### src/rtl/ha_token_fork_fifo.sv
`default_nettype none
// ============================================================================
// Module      : ha_token_fork_fifo
// Description : DEPTH-entry token FIFO that broadcasts each head token to
//               N_OUT consumers over independent valid/ready handshakes.
//               The head retires only after every consumer has accepted it.
//               Optional retired-token counter behind HA_TOKEN_STATS_EN.
// Revision    : 1.0 - initial release
// ============================================================================
module ha_token_fork_fifo #(
    parameter int DATA_BW = 32,
    parameter int DEPTH   = 4,
    parameter int N_OUT   = 2
) (
    input  logic                       clk,
    input  logic                       rst,
    input  logic [DATA_BW-1:0]         in_data,
    input  logic                       in_valid,
    output logic                       in_ready,
    output logic [N_OUT*DATA_BW-1:0]   out_data,
    output logic [N_OUT-1:0]           out_valid,
    input  logic [N_OUT-1:0]           out_ready,
    output logic [$clog2(DEPTH):0]     occupancy
`ifdef HA_TOKEN_STATS_EN
    ,
    output logic [31:0]                tok_count
`endif
);

    localparam int c_PTR_W = $clog2(DEPTH);
    localparam int c_CNT_W = c_PTR_W + 1;
    localparam logic [c_CNT_W-1:0] c_FULL = c_CNT_W'(DEPTH);

    logic [DATA_BW-1:0] r_mem [DEPTH];
    logic [c_PTR_W-1:0] r_wr_ptr;
    logic [c_PTR_W-1:0] r_rd_ptr;
    logic [c_CNT_W-1:0] r_count;
    logic [N_OUT-1:0]   r_taken;

    logic               w_nonempty;
    logic               w_push;
    logic               w_pop;
    logic [N_OUT-1:0]   w_accept;
    logic [DATA_BW-1:0] w_head;

    // Handshake decode: ready depends only on the count register and reset.
    always_comb begin
        w_nonempty = (r_count != '0);
        in_ready   = (r_count != c_FULL) & rst;
        w_push     = in_valid & in_ready;
        out_valid  = {N_OUT{w_nonempty}} & ~r_taken;
        w_accept   = out_valid & out_ready;
        w_pop      = w_nonempty & (&(r_taken | w_accept));
        w_head     = w_nonempty ? r_mem[r_rd_ptr] : '0;
        occupancy  = r_count;
    end

    // Replicate the head token onto every consumer channel.
    generate
        for (genvar g = 0; g < N_OUT; g++) begin : g_out
            assign out_data[g*DATA_BW +: DATA_BW] = w_head;
        end
    endgenerate

    // Storage array; deliberately not cleared by reset.
    always_ff @(posedge clk) begin
        if (w_push) begin
            r_mem[r_wr_ptr] <= in_data;
        end
    end

    // Pointers, occupancy count and per-channel acceptance mask.
    always_ff @(posedge clk) begin
        if (!rst) begin
            r_wr_ptr <= '0;
            r_rd_ptr <= '0;
            r_count  <= '0;
            r_taken  <= '0;
        end else begin
            if (w_push) begin
                r_wr_ptr <= r_wr_ptr + c_PTR_W'(1);
            end
            if (w_pop) begin
                r_rd_ptr <= r_rd_ptr + c_PTR_W'(1);
                r_taken  <= '0;
            end else begin
                r_taken  <= r_taken | w_accept;
            end
            case ({w_push, w_pop})
                2'b10:   r_count <= r_count + c_CNT_W'(1);
                2'b01:   r_count <= r_count - c_CNT_W'(1);
                default: r_count <= r_count;
            endcase
        end
    end

`ifdef HA_TOKEN_STATS_EN
    logic [31:0] r_tok_count;

    // Retired-token counter, wraps naturally at 2^32.
    always_ff @(posedge clk) begin
        if (!rst) begin
            r_tok_count <= '0;
        end else if (w_pop) begin
            r_tok_count <= r_tok_count + 32'd1;
        end
    end

    assign tok_count = r_tok_count;
`endif

endmodule
`default_nettype wire

### config.mk
export PLATFORM = sky130hd
export DESIGN_NAME = ha_token_fork_fifo
export DESIGN_NICKNAME = d
export VERILOG_FILES = /design/src/rtl/ha_token_fork_fifo.sv
export SDC_FILE = /design/constraint.sdc
export NUM_CORES = 1
export LEC_CHECK = 0
export ABC_AREA = 1
export BUFFER_PORTS_ARGS = -buffer_cell sky130_fd_sc_hd__buf_2
export CAP_MARGIN = 20
export CORE_MARGIN = 5
export CORE_UTILIZATION = 45
export DETAILED_ROUTE_END_ITERATION = 12
export GPL_ROUTABILITY_DRIVEN = 1
export GPL_TIMING_DRIVEN = 1
export HOLD_SLACK_MARGIN = 0.1
export PLACE_DENSITY = 0.69
export REMOVE_ABC_BUFFERS = 1
export SLEW_MARGIN = 20
export SYNTH_ARGS = -nofsm -noshare
export SYNTH_HDL_FRONTEND = slang
export SYNTH_SLANG_ARGS = --single-unit
### constraint.sdc
create_clock -name clk -period 2.2 [get_ports clk]
set_input_delay 0.22 -clock clk [delete_from_list [all_inputs] [get_ports clk]]
set_output_delay 0.22 -clock clk [all_outputs]
set_load 0.1 [all_outputs]
* After elaboration in Yosys (flattened, before gate mapping)
Memories as Yosys holds them, arrays and structs flattened. A register that Yosys moved wholly into a read port is not among the register bits.
Index checks and enable logic that the tools add are counted.
** Storage, ports and cells
- Register bits :: 9
- Memory bits (writable) :: 128
- Bits of input ports :: 37
- Logic and storage cells :: 30
- Memories :: 1
** Cells by class
- $add $sub $neg :: 4
- Equality and inequality tests :: 3
- Multiplexer cells :: 6
- Bitwise gates (word level) :: 8
- Reduce and logical (&&, ||, !) cells :: 4
** Memories
- r_mem :: words 4, width 32, read ports 1, clocked after Yosys merged registers in 1, write ports 1, line 34 : logic [DATA_BW-1:0] r_mem [DEPTH];
** Operators with widths (count)
- $mux W32 :: 1
- $pmux W3 S2 :: 1
- $add A2 B1 Y2 const B :: 2
- $and A2 B2 Y2 :: 2
- $mux W2 :: 2
- $add A3 B1 Y3 const B :: 1
- $and A1 B1 Y1 :: 3
- $ne A3 B3 Y1 const B :: 1
- $reduce_bool A3 Y1 :: 1
- $sub A3 B1 Y3 const B :: 1
- $eq A2 B1 Y1 const B :: 1
- $eq A2 B2 Y1 const B :: 1
- $mux W1 :: 2
- $not A2 Y2 :: 1
- $or A2 B2 Y2 :: 1
- $reduce_and A2 Y1 :: 1
- $reduce_bool A2 Y1 :: 1
- $reduce_or A2 Y1 :: 1
- $not A1 Y1 :: 1

* Longest topological paths before layout
- Depth in word-level cells :: 8
- Depth in mapped cells :: 14

* Worst setup path before layout
Ideal clock, no wire load.
- Path kind :: register to output
- Start :: register r_count[2] (netlist: occupancy[2])
- End :: output port out_data[55]
- Data arrival time :: 3.657 ns
- Data required time :: 1.980 ns
- Path slack :: -1.677 ns
- Stages on the path, launching flop included :: 7
- Cell sequence :: dfxtp_1 -> inv_1 -> nand2_2 -> clkinv_1 -> buf_2 -> a21oi_1 -> buf_4
** On the way
- Cells in the longest elaborated chain, start to end :: 2
** Ends and longest elaborated chain
- start, declared :: line 37 : logic [c_CNT_W-1:0] r_count;
- start signal, assigned :: line 90 : 2'b10: r_count <= r_count + c_CNT_W'(1);
- start signal, assigned :: line 91 : 2'b01: r_count <= r_count - c_CNT_W'(1);
- start signal, assigned :: line 92 : default: r_count <= r_count;
- $reduce_bool A3 Y1 :: line 48 : w_nonempty = (r_count != '0);
- $mux W32 :: line 54 : w_head = w_nonempty ? r_mem[r_rd_ptr] : '0;
- end, declared :: line 20 : output logic [N_OUT*DATA_BW-1:0] out_data,
Every way passes these cells.

==> out/qor.yml <==
placed_design:
  port_buffers: 106
  dpl.hpwl_um: 8060
  place_ws_ns: 0.0963
  dpl.cell_count: 726
  gp_congestion: 0.856
clock_tree:
  cts_inserted_buffers: 17
  clk_latency_ns: 0.40
  cts_tree: "yes"
  clkTransAtPathRegs_ns: 0.06
  clockRootBuffer: "clkbuf_16"
  clk_path_buf_depth: 2
  ctsHtreeMaxLevel: 4
  cts.sinks: 139
worst_setup_path:
  cp.arrival_ns: 1.88
  critical_path_class: "flop to output port"
  crit_family: "flip-flops"
  critical_path_required_ns: 1.98
  cp_max_fo: 20
  cp-start-kind: "flop"
  rr_endpoint: "occupancy[2]$_SDFFE_PN0P_"
  path_buf_inv: 2
  r2r_start: "occupancy[2]$_SDFFE_PN0P_"
  crit_path_max_incr_delay_ns: 0.46
  crit_chain: "buf_12, nor2_1, nor2_1, o21ai_0, a21oi_2, buf_12"
  r2r_cells: 14
  rrSetupSlack_ns: 0.16
  end_kind: "output port"
  crit_slowest_cell: "dfxtp_4"
floorplanning:
  ios: 107
  dieWidth_um: 123
  num_rows: 41
  die_h_um: 123
  core_area_mm2: 0.0126
  start_util: 0.458
  die_area_mm2: 0.0152
final_layout:
  fillCellCount: 891
  final_nets: 650
  n_antenna_cell: 0
  final_common_cell: "nor2_1"
  area_growth_pct: 45.3
  regArea_mm2: 0.00407
  fin_util: 0.666
  final_cells: 791
  final_cell_mix: "nor2_1 (137), edfxtp_1 (128), buf_12 (68), o21ai_0 (64), buf_2 (40)"
  drive_above_1_share: 0.331
  multiInputGateArea_mm2: 0.00141
synthesis:
  synth_top_flop_cell: "edfxtp_1"
  syn_inst: 484
  synth_warnings: 0
  synth_cell_type_count: 24
  synthArstFlopShare: 0
  avgSynthCellArea_um2: 11.9
  synth_edf_count: 128
  synth_seq_cells: 139
  synth-seq-area-share: 0.705
  netlist_area_mm2: 0.00576
global_route:
  grt.total_usage: 0.175
  grt_pass1_wl_um: 20100
  grt.overflow.total: 0
  antenna_found_initial: 0
  grt_max_degree: 29
  grt_pass1_vias: 3994
route:
  top_layer: "met4"
  met3_length_um: 705
  drc: 0
  final_antenna_net_count: 0
  wl_um: 12900
  dr.first_iter.drc_count: 290
  first_pass_iters: 5
  num_vias: 3953
  via_per_inst: 5.00
  wire_per_inst_um: 16.3
  wl_met2_um: 6830
  met1Wirelength_um: 5280
job:
  cap_violations: 0
timing:
  fmax_mhz: 476
  fin_skew_ns: 0.00892
  hold-worst-slack_ns: 0.122
  finalSetupViolCount: 0
  finalCritPeriodShare: 0.956
  tns_ns: 0
  hold_violations: 0
  slew_violations: 0
  period_needed_ns: 2.10
  setup_slack_ns: 0.0979
  maxSlewHeadroom: 0.677
  tightestPinTransition_ns: 0.487
worst_hold_path:
  hp-class: "primary input to flop"
  hp-start: "rst"
  min_to: "occupancy[2]$_SDFFE_PN0P_"
  hold_path_depth: 3
power:
  p_per_area_mw_per_mm2: 952
  power_leakage_nw: 3.05
  ir_drop_mv: 0.576
outcome:
  run_status: "finished, final reports clean"
==> flip-flops by register name, indices dropped and copies added (netlist names), named ones only <==
signal	cells
r_wr_ptr	2
occupancy	3
r_rd_ptr	2
r_mem	128
r_taken	2
==> cells by family (layout without fill, tap and decap cells) <==
group / after synthesis / after routing / share of synthesized area
buf+inv: 73 / 208 / 0.0777
flops: 139 / 139 / 0.705
fa+ha+maj: 6 / 6 / 0.0143
xor+xnor: 1 / 1 / 0.00152
simple gates: 156 / 156 / 0.106
compound gates: 109 / 109 / 0.0953
==> worst max path at each step <==
stage                               from                         to  cells past startpoint
6_report                            flop               out_data[27]                      6
5_1_grt                             flop                out_data[4]                      6
4_1_cts                             flop               out_data[47]                      5
3_5_place_dp   occupancy[2]$_SDFFE_PN0P_  occupancy[2]$_SDFFE_PN0P_                     11
3_3_place_gp   occupancy[2]$_SDFFE_PN0P_  occupancy[2]$_SDFFE_PN0P_                     11
2_1_floorplan  occupancy[2]$_SDFFE_PN0P_                out_data[0]                      4
==> Yosys cell counts (2+ instances only) <==
| library cell | count | area share |
|---|---|---|
| nand2_2 | 2 | 0.0022 |
| o21ai_0 | 66 | 0.057 |
| nand2_1 | 7 | 0.0046 |
| edfxtp_1 | 128 | 0.67 |
| ha_1 | 5 | 0.011 |
| buf_4 | 35 | 0.046 |
| nand3_1 | 3 | 0.0026 |
| a21oi_1 | 40 | 0.035 |
| clkbuf_1 | 7 | 0.0046 |
| o21ai_1 | 2 | 0.0017 |
| nor2_1 | 141 | 0.092 |
| dfxtp_1 | 11 | 0.038 |
| buf_2 | 9 | 0.0078 |
| inv_2 | 2 | 0.0013 |
| inv_1 | 14 | 0.0091 |
| buf_6 | 4 | 0.0078 |
==> cell type report <==
type / instances / area share
Multi-Input combinational cell: 272 / 0.168
Sequential cell: 139 / 0.487
Inverter: 17 / 0.00792
Clock buffer: 17 / 0.0508
Tap cell: 172 / 0.0257
Clock inverter: 14 / 0.0155
Timing Repair Buffer: 160 / 0.245
==> metrics by stage <==
stage	instance area [µm²]	power, mW
3_5_place_dp	7310	5.26
3_3_place_gp	7310	5.24
2_1_floorplan	5380	4.39
5_1_grt	8370	8.22
6_report	8370	7.97
4_1_cts	8320	8.00
==> layer usage <==
metal  vias to the layer above  global-route usage
met5                         -                   0
met4                         0              0.0554
met3                         9              0.0476
met2                       147               0.303
met1                      1906               0.214
li1                       1891                   -
==> worst min-delay path, cell delays in order <==
cell and delay [ns]:
buf_2 0.15, nand2_1 0.08, nor2_1 0.03
==> power by group <==
part           switching [mW]  internal [mW]
combinational            1.59          0.733
sequential             0.0306           2.96
clock                    1.01           1.64
==> what timing repair did <==
item                                   CTS  global route
setup buffers                            1             1
setup endpoints to repair               64            61
pin swaps                                1             6
gates resized for setup                 34            16
endpoints found under the hold margin  128             0
hold buffers                            32             0
(Power assumes the default switching activity.)
